==> src/rtl/hpdcache_csr_pkg.sv <==
// hpdcache_csr_pkg: register map, CTRL layout, reset values and event indices
package hpdcache_csr_pkg;

    localparam int unsigned CSR_CTRL     = 32'h00;
    localparam int unsigned CSR_WBUF_THR = 32'h01;
    localparam int unsigned CSR_CNT_CTRL = 32'h02;
    localparam int unsigned CSR_CNT_BASE = 32'h10;

    localparam int unsigned CTRL_ENABLE                   = 0;
    localparam int unsigned CTRL_RESET_TIMECNT_ON_WRITE   = 1;
    localparam int unsigned CTRL_SEQUENTIAL_WAW           = 2;
    localparam int unsigned CTRL_INHIBIT_WRITE_COALESCING = 3;
    localparam int unsigned CTRL_PREFETCH_UPDT_PLRU       = 4;
    localparam int unsigned CTRL_ERROR_ON_CACHEABLE_AMO   = 5;
    localparam int unsigned CTRL_RTAB_SINGLE_ENTRY        = 6;
    localparam int unsigned CTRL_DEFAULT_WB               = 7;

    localparam logic [7:0]  CTRL_RST     = 8'h13;
    localparam int unsigned WBUF_THR_RST = 2;

    localparam int unsigned CNT_CTRL_FREEZE = 0;
    localparam int unsigned CNT_CTRL_CLEAR  = 1;

    typedef enum int unsigned {
        EVT_WRITE_MISS    = 0,
        EVT_READ_MISS     = 1,
        EVT_UNCACHED      = 2,
        EVT_CMO           = 3,
        EVT_WRITE         = 4,
        EVT_READ          = 5,
        EVT_PREFETCH      = 6,
        EVT_ON_HOLD       = 7,
        EVT_RTAB_ROLLBACK = 8,
        EVT_STALL_REFILL  = 9,
        EVT_STALL         = 10
    } evt_e;

endpackage

==> src/rtl/hpdcache_csr_counter.sv <==
// hpdcache_csr_counter: one event counter with clear, load, freeze and saturate/wrap
module hpdcache_csr_counter #(
    parameter int unsigned WIDTH    = 32,
    parameter bit          SATURATE = 1'b1
) (
    input  logic             clk_i,
    input  logic             rst_ni,
    input  logic             clear,
    input  logic             load,
    input  logic [WIDTH-1:0] load_data,
    input  logic             freeze,
    input  logic             inc,
    output logic [WIDTH-1:0] value
);

    // Clear beats load beats freeze beats increment; the dropped event is simply lost
    always_ff @(posedge clk_i or negedge rst_ni) begin
        if (!rst_ni) value <= '0;
        else if (clear) value <= '0;
        else if (load) value <= load_data;
        else if (inc && !freeze && !(SATURATE && &value)) value <= value + 1'b1;
    end

endmodule

==> src/rtl/hpdcache_csr.sv <==
// hpdcache_csr: software-writable cache configuration and event counters behind a valid/ready CSR port
module hpdcache_csr
    import hpdcache_csr_pkg::*;
#(
    parameter int unsigned NEVT          = 11,
    parameter int unsigned CNT_WIDTH     = 32,
    parameter int unsigned CNT_SATURATE  = 1,
    parameter int unsigned DATA_WIDTH    = 32,
    parameter int unsigned ADDR_WIDTH    = 8,
    parameter int unsigned TIMECNT_WIDTH = 3
) (
    input  logic                     clk_i,
    input  logic                     rst_ni,
    input  logic                     csr_req_valid_i,
    output logic                     csr_req_ready_o,
    input  logic                     csr_req_we_i,
    input  logic [ADDR_WIDTH-1:0]    csr_req_addr_i,
    input  logic [DATA_WIDTH-1:0]    csr_req_wdata_i,
    output logic                     csr_rsp_valid_o,
    input  logic                     csr_rsp_ready_i,
    output logic [DATA_WIDTH-1:0]    csr_rsp_rdata_o,
    output logic                     csr_rsp_err_o,
    input  logic [NEVT-1:0]          evt_i,
    output logic                     cfg_enable_o,
    output logic                     cfg_wbuf_reset_timecnt_on_write_o,
    output logic                     cfg_wbuf_sequential_waw_o,
    output logic                     cfg_wbuf_inhibit_write_coalescing_o,
    output logic                     cfg_prefetch_updt_plru_o,
    output logic                     cfg_error_on_cacheable_amo_o,
    output logic                     cfg_rtab_single_entry_o,
    output logic                     cfg_default_wb_o,
    output logic [TIMECNT_WIDTH-1:0] cfg_wbuf_threshold_o
);

    logic                     accept;
    logic                     wr;
    logic                     clear;
    logic                     hit_ctrl;
    logic                     hit_thr;
    logic                     hit_cc;
    logic [NEVT-1:0]          hit_cnt;
    logic                     rd_err;
    logic [DATA_WIDTH-1:0]    rd_data;
    logic [DATA_WIDTH-1:0]    cnt_rd;
    logic [7:0]               ctrl;
    logic [TIMECNT_WIDTH-1:0] thr;
    logic                     freeze;
    logic                     rsp_valid;
    logic [CNT_WIDTH-1:0]     cnt [NEVT];
    logic                     unused_wdata;

    assign csr_req_ready_o = !rsp_valid || csr_rsp_ready_i;
    assign csr_rsp_valid_o = rsp_valid;
    assign accept          = csr_req_valid_i && csr_req_ready_o;
    assign wr              = accept && csr_req_we_i;
    assign hit_ctrl        = csr_req_addr_i == ADDR_WIDTH'(CSR_CTRL);
    assign hit_thr         = csr_req_addr_i == ADDR_WIDTH'(CSR_WBUF_THR);
    assign hit_cc          = csr_req_addr_i == ADDR_WIDTH'(CSR_CNT_CTRL);
    assign clear           = wr && hit_cc && csr_req_wdata_i[CNT_CTRL_CLEAR];
    assign unused_wdata    = ^csr_req_wdata_i;

    for (genvar i = 0; i < NEVT; i++) begin : g_cnt
        assign hit_cnt[i] = csr_req_addr_i == ADDR_WIDTH'(CSR_CNT_BASE + i);
        hpdcache_csr_counter #(
            .WIDTH    (CNT_WIDTH),
            .SATURATE (CNT_SATURATE != 0)
        ) u_counter (
            .clk_i     (clk_i),
            .rst_ni    (rst_ni),
            .clear     (clear),
            .load      (wr && hit_cnt[i]),
            .load_data (csr_req_wdata_i[CNT_WIDTH-1:0]),
            .freeze    (freeze),
            .inc       (evt_i[i]),
            .value     (cnt[i])
        );
    end

    // Counter read mux; at most one hit bit is set for a given address
    always_comb begin
        cnt_rd = '0;
        for (int unsigned i = 0; i < NEVT; i++)
            if (hit_cnt[i]) cnt_rd = DATA_WIDTH'(cnt[i]);
    end

    assign rd_data = hit_ctrl ? DATA_WIDTH'(ctrl)
                   : hit_thr  ? DATA_WIDTH'(thr)
                   : hit_cc   ? DATA_WIDTH'(freeze)
                   : cnt_rd;
    assign rd_err  = !(hit_ctrl || hit_thr || hit_cc || |hit_cnt);

    // Single response slot, loaded on acceptance and held until the consumer takes it
    always_ff @(posedge clk_i or negedge rst_ni) begin
        if (!rst_ni) begin
            rsp_valid       <= 1'b0;
            csr_rsp_rdata_o <= '0;
            csr_rsp_err_o   <= 1'b0;
        end else if (accept) begin
            rsp_valid       <= 1'b1;
            csr_rsp_rdata_o <= csr_req_we_i ? '0 : rd_data;
            csr_rsp_err_o   <= rd_err;
        end else if (csr_rsp_ready_i) begin
            rsp_valid       <= 1'b0;
        end
    end

    // Configuration registers; freeze is registered so it gates increments from the next cycle
    always_ff @(posedge clk_i or negedge rst_ni) begin
        if (!rst_ni) begin
            ctrl   <= CTRL_RST;
            thr    <= TIMECNT_WIDTH'(WBUF_THR_RST);
            freeze <= 1'b0;
        end else if (wr) begin
            if (hit_ctrl) ctrl <= csr_req_wdata_i[7:0];
            if (hit_thr) thr <= csr_req_wdata_i[TIMECNT_WIDTH-1:0];
            if (hit_cc) freeze <= csr_req_wdata_i[CNT_CTRL_FREEZE];
        end
    end

    assign cfg_enable_o                        = ctrl[CTRL_ENABLE];
    assign cfg_wbuf_reset_timecnt_on_write_o   = ctrl[CTRL_RESET_TIMECNT_ON_WRITE];
    assign cfg_wbuf_sequential_waw_o           = ctrl[CTRL_SEQUENTIAL_WAW];
    assign cfg_wbuf_inhibit_write_coalescing_o = ctrl[CTRL_INHIBIT_WRITE_COALESCING];
    assign cfg_prefetch_updt_plru_o            = ctrl[CTRL_PREFETCH_UPDT_PLRU];
    assign cfg_error_on_cacheable_amo_o        = ctrl[CTRL_ERROR_ON_CACHEABLE_AMO];
    assign cfg_rtab_single_entry_o             = ctrl[CTRL_RTAB_SINGLE_ENTRY];
    assign cfg_default_wb_o                    = ctrl[CTRL_DEFAULT_WB];
    assign cfg_wbuf_threshold_o                = thr;

endmodule
==> config.mk <==
export PLATFORM = sky130hd
export DESIGN_NAME = hpdcache_csr
export DESIGN_NICKNAME = d
export VERILOG_FILES = /design/src/rtl/hpdcache_csr_pkg.sv /design/src/rtl/hpdcache_csr_counter.sv /design/src/rtl/hpdcache_csr.sv
export SDC_FILE = /design/constraint.sdc
export NUM_CORES = 1
export LEC_CHECK = 0
export CORE_MARGIN = 3
export CORE_UTILIZATION = 55
export DETAILED_ROUTE_END_ITERATION = 16
export PLACE_DENSITY = 0.73
export SLEW_MARGIN = 20
export SYNTH_ARGS = -nofsm -noshare
export SYNTH_HDL_FRONTEND = slang
export SYNTH_SLANG_ARGS = --single-unit
==> constraint.sdc <==
create_clock -name clk_i -period 4.4 [get_ports clk_i]
set_clock_uncertainty 0.1 [all_clocks]
set_input_delay 0.88 -clock clk_i [delete_from_list [all_inputs] [get_ports clk_i]]
set_output_delay 0.88 -clock clk_i [all_outputs]
set_load 0.05 [all_outputs]
==> reports/qor.txt <==
Total global routing overflow -> 0
Starting density of the core -> 0.564
Routed wire length per instance -> 31.6 um
Syn Area/Cell -> 8.07 um2
Fin crit share -> 0.852
Post-synthesis net count -> 3,362
Status -> completed
Hold-fix buffer count after cts -> 0
Max-cap viol count -> 0
H-Tree Depth -> 2
Post-route ant nets -> 0
Setup TNS -> 0 ns
RSZ-0062 raised after global routing -> false
WP data arrival -> 4.17 ns
Crit. Startpoint -> csr_req_addr_i[5]
Post-CTS Setup Bufs -> 0
Port Buffers -> 101
Static Leakage -> 11.6 nW
Skew-Pair Late Insertion Delay -> 0.61 ns
Min-delay worst type -> in2async
Endpoints failing hold -> 0
Power Total -> 0.0112 W
Post-Syn Instances -> 3,295
Root buffer cell -> clkbuf_16
DRT Wirelength -> 126,000 um
Critical Path End Type -> flip-flop
Mapped cell area -> 26,600 um2
Number of global-route vias before repair -> 27.2k
Global-route wire length before repair -> 181,000 um
Initial drt markers -> 4,311
Async SR Flop Fraction -> 1.00
Rows -> 79
Final Worst Setup Slack -> 0.652 ns
Fraction of layout cells with a size suffix above 1 -> 0.0933
FMAX -> 267 MHz
Worst setup SP type -> input pin
Clock transition at path regs -> 0.06 ns
GPL Wtd Cong -> 1.09
Sequential share of the synthesized area -> 0.375
GRT Util Overall -> 0.484
WS Path Type -> in2reg
Rel. slew slack -> 0.0893
Total number of vias -> 29.8k
Post-placement cell count -> 3,899
CTS tree -> built
Post-CTS sizing -> 0
Nets -> 3,408
VDD IR-drop max -> 0.333 mV
Finish-stage setup viols -> 0
Die Y-Extent -> 226 um
Worst EP required -> 4.82 ns
Ys flop type -> dfrtp_1
Die area -> 51,000 um2
Area Overhead vs Synth -> 13.8%
Clock Sinks -> 398
Post-route insts no fill -> 3,994
Yosys warnings -> 0
# DRC -> 0
Reg-to-reg critical path startpoint -> g_cnt[6].u_counter.value[1]
DR vias/cell -> 7.45
Core area -> 47,100 um2
Pre-CTS setup slack -> 0.288 ns
Initial antenna violation count -> 9
Post-DP HPWL -> 90,600 um
Yosys reg bits -> 398
Largest net degree at the start of global routing -> 92
TritonCTS Buffers -> 47
Final min period -> 3.75 ns
CP Max Fanout -> 32
Worst Tran Pin Value -> 1.36 ns
Die Wd -> 226 um
Unique cell type count in the Yosys netlist -> 83
Clk buf depth -> 3
Pre-antenna DRT Iters -> 7
# IOs -> 102
Max-slew violations -> 0
Post-synth EDFFs -> 0
Final instance area -> 30,300 um2
Power Density -> 369 nW/um2
Placed standard-cell area -> 28,600 um2
==> worst paths after layout <==
path	cells past startpoint	end	slack, ns
hold / removal	1	g_cnt[10].u_counter.value[26]	0.23
hold reg to reg	2	csr_rsp_rdata_o[27]	0.37
max in group asynchronous	2	g_cnt[6].u_counter.value[22]	3.02
setup / recovery	8	csr_rsp_rdata_o[18]	0.65
setup reg to reg	7	g_cnt[6].u_counter.value[7]	0.90
min in group clk_i	2	csr_rsp_rdata_o[27]	0.37
==> metrics by stage <==
step | util | hold WS [ns]
after detailed placement | 0.607 | 0.364
after CTS | 0.642 | 0.262
final | 0.642 | 0.228
after global routing | 0.642 | 0.275
after floorplan | - | 0.386
after global placement | 0.607 | 0.358
==> critical path: stages <==
cell and delay, ns:
clkdlybuf4s50_1 0.48, or4b_1 0.76, nor2_2 0.20, buf_4 0.36, a221oi_1 0.15, a2111oi_0 0.91, o221ai_1 0.29, nand2_1 0.13
==> where the power goes <==
part / internal (W) / switching (W) / total [W] / leakage, nW
sequential: 0.00410 / 0.000980 / 0.00508 / 5.22
clock: 0.00252 / 0.00171 / 0.00423 / 0.785
combinational: 0.000757 / 0.00111 / 0.00187 / 5.58
==> cells in the final DEF (no fill, tap or decap), types with 18 or more instances in the layout <==
cell type / netlist / layout
o21ai_0: 462 / 460
dfrtp_1: 394 / 394
a21oi_1: 376 / 376
nand2_1: 301 / 300
nor2_1: 235 / 230
nand3_1: 182 / 178
buf_4: 2 / 130
nor3_1: 118 / 116
clkdlybuf4s50_1: 0 / 94
xnor2_1: 81 / 81
xor2_1: 69 / 69
nand4_1: 65 / 65
and3_1: 62 / 62
nor4_1: 59 / 59
clkbuf_16: 0 / 49
o211ai_1: 43 / 43
a31oi_1: 36 / 36
a22oi_1: 35 / 35
inv_1: 34 / 34
mux2i_1: 32 / 32
mux4_2: 31 / 31
and2_1: 29 / 29
o221ai_1: 29 / 29
nor2b_1: 26 / 26
and4_1: 26 / 26
o311ai_0: 19 / 19
mux2_2: 18 / 18
==> synth_stat cells, types with 19 or more instances <==
master / number / share of area
a22oi_1: 35 / 0.0099
and3_1: 62 / 0.015
clkbuf_1: 194 / 0.027
dfrtp_1: 394 / 0.37
o21ai_0: 462 / 0.087
nand2_1: 301 / 0.042
nand4_1: 65 / 0.015
nor2b_1: 26 / 0.0061
mux4_2: 31 / 0.026
o221ai_1: 29 / 0.0095
a31oi_1: 36 / 0.0085
nor4_1: 59 / 0.014
nor2_1: 235 / 0.033
o311ai_0: 19 / 0.0063
a21oi_1: 376 / 0.071
nand3_1: 182 / 0.034
inv_1: 34 / 0.0048
xor2_1: 69 / 0.023
buf_2: 31 / 0.0058
and2_1: 29 / 0.0068
o211ai_1: 43 / 0.012
mux2i_1: 32 / 0.012
nor3_1: 118 / 0.022
and4_1: 26 / 0.0086
xnor2_1: 81 / 0.027
==> sequential cells by signal, indices dropped and copies added (netlist names) <==
| name | cells |
|---|---|
| cfg_wbuf_threshold_o | 3 |
| csr_rsp_err_o | 1 |
| csr_rsp_rdata_o | 32 |
| csr_rsp_valid_o | 1 |
| ctrl | 8 |
| freeze | 1 |
| g_cnt.u_counter.value | 352 |
==> cell families (layout without fill, tap and decap cells) <==
| family | after synthesis | in the layout | synth area share |
|---|---|---|---|
| muxes | 81 | 81 | 0.0459 |
| xor gates and xnor gates | 150 | 150 | 0.0494 |
| and+or+nand+nor | 1203 | 1203 | 0.225 |
| DFF | 398 | 398 | 0.375 |
| adders and majority gates | 11 | 11 | 0.00517 |
| AOI/OAI and AO/OA | 1176 | 1176 | 0.259 |
| other | 0 | 9 | 0 |
| buffers and inverters | 276 | 359 | 0.0407 |
==> final cells by class <==
type	instances	area [um2]
flip-flops and latches	398	9960
diodes	9	22.5
clock buffers	69	1380
inverters	35	131
clock inverters	17	248
fillers	4026	16900
well taps	607	759
multi-input cells	2621	15600
repair buffers	238	2130
==> per-layer routing <==
metal / GRT usage / wire (um)
met1: 0.629 / 45000
met2: 0.677 / 51700
met3: 0.166 / 19500
met4: 0.337 / 10000
met5: 0 / 16
Power figures use the tool's default switching activity.
